File: src/rtl/fb_pkg.sv
// Shared constants for the 640x480 1bpp framebuffer: geometry, word addressing
// and the pixel-writer state encoding, common to the writer and the scan-out.
package fb_pkg;

   localparam int HVALID         = 640;
   localparam int VVALID         = 480;
   localparam int WORDS_PER_LINE = HVALID / 32;
   localparam int FB_WORDS       = WORDS_PER_LINE * VVALID;
   localparam int ADDR_W         = 14;

   // Last word address; the scan-out wraps after this word, the clear stops on it.
   localparam logic [ADDR_W-1:0] FB_LAST_ADDR = ADDR_W'(FB_WORDS - 1);

   localparam logic [1:0] S_IDLE = 2'd0;
   localparam logic [1:0] S_RD   = 2'd1;
   localparam logic [1:0] S_WR   = 2'd2;
   localparam logic [1:0] S_CLR  = 2'd3;

   // y*20 + x/32 using only shifts and adds, so no multiplier is needed.
   function automatic logic [ADDR_W-1:0] fbWordAddr(input logic [9:0] x,
                                                    input logic [8:0] y);
      logic [ADDR_W-1:0] yExt;
      yExt = ADDR_W'(y);
      return (yExt << 4) + (yExt << 2) + ADDR_W'(x[9:5]);
   endfunction

endpackage

File: src/rtl/fb_addr_calc.sv
// Maps a pixel coordinate to its framebuffer word, its bit inside that word
// (bit 31 is the leftmost pixel) and an out-of-range flag.
module fb_addr_calc
   import fb_pkg::*;
(
   input  logic [9:0]        i_x,
   input  logic [8:0]        i_y,
   output logic [ADDR_W-1:0] o_wordAddr,
   output logic [4:0]        o_bitIdx,
   output logic              o_outOfRange
);

   assign o_wordAddr   = fbWordAddr(i_x, i_y);
   assign o_bitIdx     = 5'd31 - i_x[4:0];
   assign o_outOfRange = (i_x >= 10'(HVALID)) || (i_y >= 9'(VVALID));

endmodule

File: src/rtl/fb_pixel_writer.sv
// Framebuffer write side: single-pixel plots as read-modify-write of one 32-bit
// word, and whole-screen clears, driven onto the RAM's write port.
module fb_pixel_writer
   import fb_pkg::*;
(
   input  logic              CLK,
   input  logic              reset,
   input  logic              i_px_valid,
   output logic              o_px_ready,
   input  logic [9:0]        i_px_x,
   input  logic [8:0]        i_px_y,
   input  logic              i_px_color,
   input  logic              i_clr_valid,
   input  logic              i_clr_color,
   output logic              o_busy,
   output logic              o_done,
   output logic              o_oob,
   output logic [ADDR_W-1:0] o_mem_addr,
   output logic [31:0]       o_mem_wdata,
   output logic              o_mem_we,
   input  logic [31:0]       i_mem_rdata
);

   logic [1:0]        r_state;
   logic [ADDR_W-1:0] r_addr;
   logic [4:0]        r_bitIdx;
   logic              r_color;
   logic              r_clrColor;
   logic [ADDR_W-1:0] r_count;
   logic              r_done;
   logic              r_oob;

   logic [ADDR_W-1:0] w_wordAddr;
   logic [4:0]        w_bitIdx;
   logic              w_outOfRange;
   logic [31:0]       w_bitMask;

   fb_addr_calc u_addrCalc (
      .i_x          (i_px_x),
      .i_y          (i_px_y),
      .o_wordAddr   (w_wordAddr),
      .o_bitIdx     (w_bitIdx),
      .o_outOfRange (w_outOfRange)
   );

   // Control FSM: a clear wins over a plot offered in the same cycle, and the
   // plot stays pending on the requester side until the writer is idle again.
   always_ff @(posedge CLK or posedge reset) begin
      if (reset) begin
         r_state    <= S_IDLE;
         r_addr     <= '0;
         r_bitIdx   <= '0;
         r_color    <= 1'b0;
         r_clrColor <= 1'b0;
         r_count    <= '0;
         r_done     <= 1'b0;
         r_oob      <= 1'b0;
      end else begin
         r_done <= 1'b0;
         r_oob  <= 1'b0;
         case (r_state)
            S_IDLE: begin
               if (i_clr_valid) begin
                  r_clrColor <= i_clr_color;
                  r_count    <= '0;
                  r_state    <= S_CLR;
               end else if (i_px_valid) begin
                  if (w_outOfRange) begin
                     r_oob <= 1'b1;
                  end else begin
                     r_addr   <= w_wordAddr;
                     r_bitIdx <= w_bitIdx;
                     r_color  <= i_px_color;
                     r_state  <= S_RD;
                  end
               end
            end
            S_RD: begin
               r_state <= S_WR;
            end
            S_WR: begin
               r_done  <= 1'b1;
               r_state <= S_IDLE;
            end
            S_CLR: begin
               if (r_count == FB_LAST_ADDR) begin
                  r_count <= '0;
                  r_done  <= 1'b1;
                  r_state <= S_IDLE;
               end else begin
                  r_count <= r_count + 1'b1;
               end
            end
            default: begin
               r_state <= S_IDLE;
            end
         endcase
      end
   end

   assign w_bitMask = 32'd1 << r_bitIdx;

   // Memory port decode from the state register alone, so an asynchronous
   // reset removes the write strobe at once.  In WR the read word returned
   // for the RD address is merged with the new pixel.
   always_comb begin
      o_mem_addr  = '0;
      o_mem_wdata = '0;
      o_mem_we    = 1'b0;
      case (r_state)
         S_RD: begin
            o_mem_addr = r_addr;
         end
         S_WR: begin
            o_mem_addr  = r_addr;
            o_mem_we    = 1'b1;
            o_mem_wdata = (i_mem_rdata & ~w_bitMask) | (r_color ? w_bitMask : 32'd0);
         end
         S_CLR: begin
            o_mem_addr  = r_count;
            o_mem_we    = 1'b1;
            o_mem_wdata = {32{r_clrColor}};
         end
         default: begin
         end
      endcase
   end

   assign o_px_ready = (r_state == S_IDLE);
   assign o_busy     = (r_state != S_IDLE);
   assign o_done     = r_done;
   assign o_oob      = r_oob;

endmodule

File: config.mk
export PLATFORM = sky130hd
export DESIGN_NAME = fb_pixel_writer
export DESIGN_NICKNAME = d
export VERILOG_FILES = /design/src/rtl/fb_pkg.sv /design/src/rtl/fb_addr_calc.sv /design/src/rtl/fb_pixel_writer.sv
export SDC_FILE = /design/constraint.sdc
export NUM_CORES = 1
export LEC_CHECK = 0
export CAP_MARGIN = 0
export CELL_PAD_IN_SITES_DETAIL_PLACEMENT = 0
export CELL_PAD_IN_SITES_GLOBAL_PLACEMENT = 2
export CORE_UTILIZATION = 28
export CTS_CLUSTER_SIZE = 30
export DETAILED_ROUTE_END_ITERATION = 6
export PLACE_DENSITY = 0.86
export REMOVE_ABC_BUFFERS = 1
export SYNTH_ARGS = -nofsm -noshare
export SYNTH_HDL_FRONTEND = slang
export SYNTH_SLANG_ARGS = --single-unit
File: constraint.sdc
create_clock -name CLK -period 4.4 [get_ports CLK]
set_input_delay 0.66 -clock CLK [delete_from_list [all_inputs] [get_ports CLK]]
set_output_delay 0.66 -clock CLK [all_outputs]
set_load 0.01 [all_outputs]
==> results, run 1 <==
- In this run the static leakage power is 1.92 nW.
- The wire length of the first global-routing pass is 16000 um.
- The number of nets with antenna violations after routing is 0.
- For this block, the routed nets add up to 9920 um of wire.
- Dividing the final minimum period by the clock period gives 0.705.
- The region available for standard cell placement spans 11000 um^2.
- Broken down by cell family, the worst path's largest delay share belongs to simple AND/OR/NAND/NOR gates.
- Setup repair after global routing left no endpoint under its margin.
- Derived from the worst setup path, the maximum achievable clock frequency is 322 MHz.
- The final critical delay including setup and external delays is 3.10 ns.
- The H-tree depth is 2.
- The worst-case IR drop observed on VDD is 0.263 mV.
- The unique cell type count in the Yosys netlist is 53.
- STA puts the critical path data arrival time at 2.44 ns.
- On the worst path, the slowest cell contributes a delay of 0.61 ns.
- TritonCTS built the clock tree.
- Dividing total power by cell area gives a power density of 548 nW/um^2.
- The portion of synthesized cell area occupied by the leading cell type is 0.305.
- The relative slew slack is 0.452.
- The fraction of the yosys area taken by sequential cells is 0.305.
- The die covers 11800 um^2.
- In the global route stage, overall resource usage came out at 0.172.
- The slew at the pin closest to its max-slew limit is 0.820 ns.
- Setup violations remaining at the end of the flow were counted as 0.
- Sorting the synthesized cells by how often they occur yields sky130_fd_sc_hd__o21ai_0 (68), sky130_fd_sc_hd__nand2_1 (51), sky130_fd_sc_hd__dfrtp_1 (39).
- Among all cell types in the netlist, the one instantiated most often is sky130_fd_sc_hd__o21ai_0.
- CTS placed an instance of sky130_fd_sc_hd__clkbuf_16 at the clock tree root.
- The via count is 3171.
- For this configuration, the core starts out at a cell density of 0.291.
- Final hold analysis gives a worst-case slack of 0.491 ns.
- Averaged over all synthesized cells, the footprint is 8.09 um^2.
- Entering global routing, the biggest net connects 40 pins.
- The maximum fanout along the worst path is 32.
- For this run the aggregate overflow at the end of global routing stands at 0.
- Clock-pin slew was measured on the worst setup and hold paths at 0.06 ns.
- The synthesized design contains 39 register bits.
- The run finished with clean final reports.
- Routability-driven placement finished with a final weighted congestion of 0.790.
- During I/O placement, the number of pins put on the boundary was 108.
- The first-pass iteration count of the detailed router is 4.
- The number of DRC violations after detailed-routing iteration 0 is 227.
- The TritonCTS buffer count is 5.
- The worst hold path belongs to the class flop to flop.
- The cell count after synthesis is 395.
- The clock latency at the later pin of the worst-skew pair is 0.28 ns.
- The type of element capturing the critical path is an output port.
- The number of warnings reported in the yosys synthesis log is 0.
- The antenna cell count is 0.
- The hold violation count in the final report was 0.
- The signed area change from the synthesized netlist to the final layout is 41.8%.
- STA classifies the critical path startpoint as a flop.
- The aggregate negative setup slack is 0 ns.
- The primary flip-flop cell chosen by synthesis mapping is sky130_fd_sc_hd__dfrtp_1.
- Fill cells in the final layout number 1156.
- In this run, post-CTS repair resized a total of 0 instances.
- After detailed routing, the number of vias per cell comes to 5.03.
- The number of clock sinks is 39.
- By area the synthesized netlist is led by sky130_fd_sc_hd__dfrtp_1 (31%), sky130_fd_sc_hd__o21ai_0 (11%), sky130_fd_sc_hd__ha_1 (8.6%).
- The number of setup buffers added after CTS is 0.
- In the routed design, unresolved DRC markers number 0.
- Detailed placement ended at an HPWL of 7510 um.
- For this design, the slowest cell found on the critical path is sky130_fd_sc_hd__nand2_1.
- Dividing the detail-routed wire length by the instance count gives 15.7 um.
- The summed instance area of the synthesized netlist is 3200 um^2.
- Buffers inserted to repair hold after CTS numbered 0.
- The row count is 38.
- The proportion of layout cells with a drive suffix above 1 is 0.0571.
- The maximum number of buffers from clock root to sink is 2.
- The initial antenna violation count was 0.
- On the final layout, the worst clock skew is 0.00468 ns.
- The y dimension of the die is 109 um.
- The final core utilization is 0.413.
- The largest total area in the synthesized netlist belongs to sky130_fd_sc_hd__dfrtp_1.
- The number of port buffers is 107.
- Walking the worst path, the cells encountered are ha_1 > nand2_1 > o21ai_0 > clkdlybuf4s50_1.
- Counting flops with a built-in enable in the synthesized netlist gives 0.
- The required time at the endpoint of the critical path is 3.74 ns.
- The number of global-route vias before repair is 3152.
- After synthesis, the share of flip-flops with an asynchronous set or reset is 1.00.
- The number of max-capacitance violations reported is 0.
- The buffering stage count on the worst path with inverters included is 1.
- The total count of max-transition violations in the final report is 0.
- The type of the worst setup path is flop to output port.
- The layout net count is 570.
- From left edge to right edge, the die measures 109 um.
[per-layer routing]
metal / up-vias / GRT usage / wire, um / part of all wire
met5: - / 0 / 0 / 0
met4: 0 / 0.0463 / 151 / 0.015
met3: 11 / 0.0293 / 621 / 0.063
met2: 109 / 0.285 / 4450 / 0.45
met1: 1461 / 0.231 / 4690 / 0.47
li1: 1590 / - / - / -
[worst reg2reg max path, stage by stage (launching register included)]
cell                      delay, ns
sky130_fd_sc_hd__dfrtp_1       0.41
sky130_fd_sc_hd__inv_1         0.10
sky130_fd_sc_hd__ha_1          0.67
sky130_fd_sc_hd__mux2i_1       0.17
sky130_fd_sc_hd__buf_4         0.21
sky130_fd_sc_hd__or4b_4        0.59
sky130_fd_sc_hd__or3_1         0.36
sky130_fd_sc_hd__a21oi_2       0.14
[where the power goes]
part           total, mW  switching (mW)  internal, mW
sequential         0.609           0.135         0.474
combinational       1.46           0.753         0.706
clock              0.418           0.150         0.267
[through the flow]
step	instances	setup WS, ns	power [mW]	cell area (um^2)
final	630	1.30	2.49	4530
after global routing	630	1.07	2.68	4530
after CTS	630	1.26	2.52	4530
after detailed placement	622	1.20	2.09	4370
after global placement	622	1.23	2.09	4370
after floorplan	372	1.84	1.35	3100
[worst paths after layout]
check	startpoint	to	slack, ns	cells past startpoint
setup / recovery	r_state[0]$_DFFE_PP0P_	o_mem_wdata[13]	1.30	4
min in group asynchronous	reset	r_addr[0]$_DFFE_PP0P_	0.80	3
setup reg to reg	r_state[0]$_DFFE_PP0P_	r_count[10]$_DFFE_PP0P_	1.69	7
hold reg to reg	r_addr[6]$_DFFE_PP0P_	r_addr[6]$_DFFE_PP0P_	0.49	2
max in group asynchronous	reset	r_count[8]$_DFFE_PP0P_	3.22	3
hold / removal	r_addr[6]$_DFFE_PP0P_	r_addr[6]$_DFFE_PP0P_	0.49	2
[layout make-up]
class,instances,area (um^2),area share
Sequential cell,39,976,0.215
Clock buffer,5,125,0.0276
Clock inverter,3,43.8,0.00966
Multi-Input combinational cell,319,2070,0.456
Timing Repair Buffer,110,1090,0.241
Inverter,14,52.6,0.0116
Tap cell,140,175,0.0386
[registers in the layout, summed over array words and instances (netlist names)]
signal and flops:
r_color 1, o_oob 1, o_done 1, r_count 14, r_bitIdx 5, r_state 2
r_addr 14, r_clrColor 1
[kinds of logic (layout without fill, tap and decap cells)]
logic type	Yosys count	in the layout	share of synthesized area
xor gates and xnor gates	11	11	0.0301
adders and majority gates	24	24	0.0986
muxes	24	24	0.0779
and+or+nand+nor	128	128	0.198
buffers and inverters	37	132	0.0478
DFF	39	39	0.305
AOI/OAI and AO/OA	132	132	0.242
[cell usage in the layout (no fill, tap or decap), types with 3 or more instances in the layout]
cell type	Yosys	layout
sky130_fd_sc_hd__buf_4	1	3
sky130_fd_sc_hd__clkdlybuf4s50_1	0	107
sky130_fd_sc_hd__clkbuf_16	0	5
sky130_fd_sc_hd__o21a_1	3	3
sky130_fd_sc_hd__xor2_1	6	6
sky130_fd_sc_hd__dfrtp_1	39	39
sky130_fd_sc_hd__nand3b_1	3	3
sky130_fd_sc_hd__mux2i_1	17	17
sky130_fd_sc_hd__a21oi_1	24	24
sky130_fd_sc_hd__ha_1	22	22
sky130_fd_sc_hd__o21ai_0	68	68
sky130_fd_sc_hd__o31ai_1	3	3
sky130_fd_sc_hd__nor2_1	29	29
sky130_fd_sc_hd__nand2b_1	3	3
sky130_fd_sc_hd__nand3_1	4	4
sky130_fd_sc_hd__nor3_1	5	5
sky130_fd_sc_hd__nor2b_1	7	7
sky130_fd_sc_hd__a22oi_1	14	14
sky130_fd_sc_hd__a21o_1	5	5
sky130_fd_sc_hd__xnor2_1	5	5
sky130_fd_sc_hd__and3_1	3	3
sky130_fd_sc_hd__inv_1	14	14
sky130_fd_sc_hd__and2_1	3	3
sky130_fd_sc_hd__nand2_1	51	51
sky130_fd_sc_hd__mux2_2	7	7
Power figures use the tool's default switching activity.
==> run 2, diff against run 1 <==
--- a/config.mk
+++ b/config.mk
@@ -8,10 +8,10 @@
 export CAP_MARGIN = 0
 export CELL_PAD_IN_SITES_DETAIL_PLACEMENT = 0
 export CELL_PAD_IN_SITES_GLOBAL_PLACEMENT = 2
-export CORE_UTILIZATION = 28
+export CORE_UTILIZATION = 23
 export CTS_CLUSTER_SIZE = 30
 export DETAILED_ROUTE_END_ITERATION = 6
-export PLACE_DENSITY = 0.86
+export PLACE_DENSITY = 0.75
 export REMOVE_ABC_BUFFERS = 1
 export SYNTH_ARGS = -nofsm -noshare
 export SYNTH_HDL_FRONTEND = slang
==> constraint.sdc (replaced) <==
create_clock -name CLK -period 2.6 [get_ports CLK]
set_input_delay 0.39 -clock CLK [delete_from_list [all_inputs] [get_ports CLK]]
set_output_delay 0.39 -clock CLK [all_outputs]
set_load 0.01 [all_outputs]
==> results, run 2 (synthesis results as in run 1) <==
- The flow ran to the end, and the final reports show no timing, DRC or antenna violations.
- The detail-routed via count per cell is 4.69 (-6.8%).
- The root buffer cell chosen for the clock tree is sky130_fd_sc_hd__clkbuf_16.
- The area of the die was 14400 um^2 (+21%).
- The share of power burned in registers is 0.222 (-0.023).
- The leakage power figure was 2.11 nW (+9.4%).
- The y dimension of the die is 120 um (+10%).
- The maximum cell stage delay along the critical path came to 0.58 ns (-0.03 ns).
- The power consumption was 4.41 mW (+78%).
- The maximum fanout along the worst path came to 11 (-66%).
- The maximum resistive drop on vdd was 0.306 mV (+16%).
- The via count was 3250 (+2.5%).
- The H-tree depth is 2 (unchanged).
- The buffering stage count on the worst path with inverters included is 3 (+2).
- The peak clock frequency supported by timing is 401 MHz.
- The number of DRC violations after detailed-routing iteration 0 is 125 (-45%).
- The signed area change from the synthesized netlist to the final layout is 51.8%.
- TritonCTS built the clock tree.
- In the final layout, the registers with the most flip-flops are r_addr (14), r_count (14), r_bitIdx (5).
- Setup repair after global routing left no endpoint under its margin.
- The part of the total power dissipated in combinational logic is 0.645 (+0.058).
- The number of port buffers is 107 (unchanged).
- After layout, the minimum clock period comes to 2.49 ns.
- The total of endpoints with negative setup slack in the final report is 0 (unchanged).
- The starting utilization of the core area is 0.239 (-0.0525).
- The initial antenna violation count came to 0 (unchanged).
- STA classifies the critical path startpoint as a flop.
- The type of the worst setup path is flop to output port.
- The worst min-delay path category is flop to flop.
- The TritonCTS buffer count came to 5 (unchanged).
- The worst clock skew is 0.00329 ns (-0.00138 ns).
- The library cell used most frequently in the layout, excluding fill and tap cells, is sky130_fd_sc_hd__clkdlybuf4s50_1.
- The required time at the endpoint of the critical path is 2.21 ns (-1.53 ns).
- The ratio of final minimum period to clock period is 0.959.
- The largest net degree at the start of global routing is 40 (unchanged).
- The row count came to 42 (+11%).
- The maximum number of buffers from clock root to sink was 2 (unchanged).
- The top cell types in the final layout, fill and taps aside, are sky130_fd_sc_hd__clkdlybuf4s50_1 (102), sky130_fd_sc_hd__o21ai_0 (65), sky130_fd_sc_hd__nand2_1 (51).
- The power density normalized to cell area came to 910 nW/um^2 (+66%).
- The signal on the critical path passes through inv_1 > ha_2 > buf_12 > a22oi_1 > nor2_1 > clkdlybuf4s50_1.
- The cell-internal power is 2.59 mW (+79%).
- The DRC violation count after routing is 0 (unchanged).
- The routability congestion estimate from global placement is 0.762 (-3.5%).
- The kind of cell adding the most delay to the critical path is buffers and inverters.
- The relative slew slack was 0.615 (+0.163).
- The total count of max-transition violations in the final report is 0 (unchanged).
- The post-CTS clock slew at the launch and capture registers of the worst setup and hold paths is 0.06 ns (about the same).
- The average routed wire per standard cell came to 14.9 um (-5.3%).
- The number of clock sinks is 39 (unchanged).
- The wire length after detailed routing is 10300 um (+4.2%).
- The overall die width was 120 um (+10%).
- The aggregate negative setup slack is 0 ns (unchanged).
- The slew at the pin closest to its max-slew limit is 0.569 ns (-0.250 ns).
- The proportion of layout cells with a drive suffix above 1 is 0.132 (+0.0744).
- The number of nets with antenna violations after routing is 0 (unchanged).
- The type of element capturing the critical path is an output port.
- The switching power summed over all nets is 1.82 mW (+75%).
- The worst endpoint data arrival time is 2.10 ns (-0.34 ns).
- The first-pass iteration count of the detailed router is 4 (unchanged).
- The number of global-route vias before repair is 3223 (+2.3%).
- The total congestion overflow is 0 (unchanged).
- The floorplan core area came to 13400 um^2 (+22%).
- The layout net count is 597 (+4.7%).
- The final core utilization is 0.362 (-0.0508).
- The worst-case register-to-register setup slack is 0.45 ns (-1.24 ns).
- The hold violation count in the final report is 0 (unchanged).
- The tightest hold margin was 0.486 ns (-0.00420 ns).
- The number of max-capacitance violations reported is 0 (unchanged).
- The number of ports placed on the die boundary came to 108 (unchanged).
- The antenna cell count is 0 (unchanged).
- The switching share of power was 0.413 (-0.00505).
- The final HPWL from detailed placement is 8000 um (+6.5%).
- The global-route total usage across every layer was 0.147 (-0.0250).
- The largest individual stage delay along the critical path comes from the cell sky130_fd_sc_hd__clkdlybuf4s50_1.
- The clock latency at the later pin of the worst-skew pair was 0.28 ns (about the same).
- The power share of the clock group is 0.134 (-0.034).
- The wire length of the first global-routing pass is 16800 um (+5.1%).
-- run 2: cell count changes in the layout (fill, tap and decap cells not counted), sizes merged --
cell           delta
buf              +27
clkdlybuf4s50     -5
dlymetal6s2s      +5
clkbuf            +2
bufinv            -1
clkinv            -1
-- run 2: cell type report --
cell class,count,area (um^2)
clock buffers,7,133
clock inverters,1,5.00
fillers,1404,8550
inverters,14,52.6
multi-input cells,319,2120
flip-flops and latches,39,978
well taps,176,220
repair buffers,137,1350
-- run 2: what timing repair did --
action | in CTS | in global routing
pin swaps | 1 | 9
buffers inserted | 0 | 2
gates cloned | 0 | 0
hold buffers | 0 | 0
setup endpoints to repair | 4 | 40
gates resized for setup | 2 | 21
-- run 2: worst register-to-register path, stage by stage, from the launching register on --
cell                      delay, ns
sky130_fd_sc_hd__dfrtp_1       0.40
sky130_fd_sc_hd__ha_2          0.32
sky130_fd_sc_hd__buf_12        0.18
sky130_fd_sc_hd__mux2i_1       0.11
sky130_fd_sc_hd__or4b_4        0.59
sky130_fd_sc_hd__or3_1         0.34
sky130_fd_sc_hd__a21oi_2       0.14
-- run 2: metrics by stage --
stage | instance area (um^2) | cells | setup WS [ns]
after floorplan | 3100 | 372 | 0.0516
after global placement | 4640 | 683 | -0.283
after detailed placement | 4640 | 683 | -0.328
after CTS | 4780 | 691 | -0.00121
after global routing | 4850 | 693 | 0.00507
final | 4850 | 693 | 0.107
-- run 2: final timing paths --
| path | start | endpoint | depth (start not counted) |
|---|---|---|---|
| worst max-delay path | r_state[0]$_DFFE_PP0P_ | o_mem_addr[9] | 6 |
| worst min-delay path | r_addr[8]$_DFFE_PP0P_ | r_addr[8]$_DFFE_PP0P_ | 2 |
| max in group asynchronous | reset | r_bitIdx[3]$_DFFE_PP0P_ | 3 |
| worst max register to register | r_state[0]$_DFFE_PP0P_ | r_count[10]$_DFFE_PP0P_ | 6 |
| worst min register to register | r_addr[8]$_DFFE_PP0P_ | r_addr[8]$_DFFE_PP0P_ | 2 |
| min in group asynchronous | reset | r_addr[1]$_DFFE_PP0P_ | 3 |
-- run 2: layer usage --
metal	global-route usage	part of all wire	vias to the layer above	wire length [um]
li1	-	-	1644	-
met4	0.0398	0.0086	0	89
met1	0.200	0.48	1495	4980
met2	0.238	0.45	105	4690
met5	0	0	-	0
met3	0.0276	0.055	6	569
-- run 2: power groups by stage --
stage               combinational, mW  clock (mW)  sequential, mW
floorplan                        1.32           0           0.967
global placement                 2.85           0           0.972
detailed placement               2.84           0           0.983
CTS                              2.85       0.604           0.972
global route                     3.13       0.635            1.01
finish                           2.85       0.590           0.979
==> run 3, diff against run 2 <==
--- a/config.mk
+++ b/config.mk
@@ -5,7 +5,7 @@
 export SDC_FILE = /design/constraint.sdc
 export NUM_CORES = 1
 export LEC_CHECK = 0
-export CAP_MARGIN = 0
+export CAP_MARGIN = 20
 export CELL_PAD_IN_SITES_DETAIL_PLACEMENT = 0
 export CELL_PAD_IN_SITES_GLOBAL_PLACEMENT = 2
 export CORE_UTILIZATION = 23
==> results of run 3 <==
Final layout, timing and power as in run 2 (identical DEF).
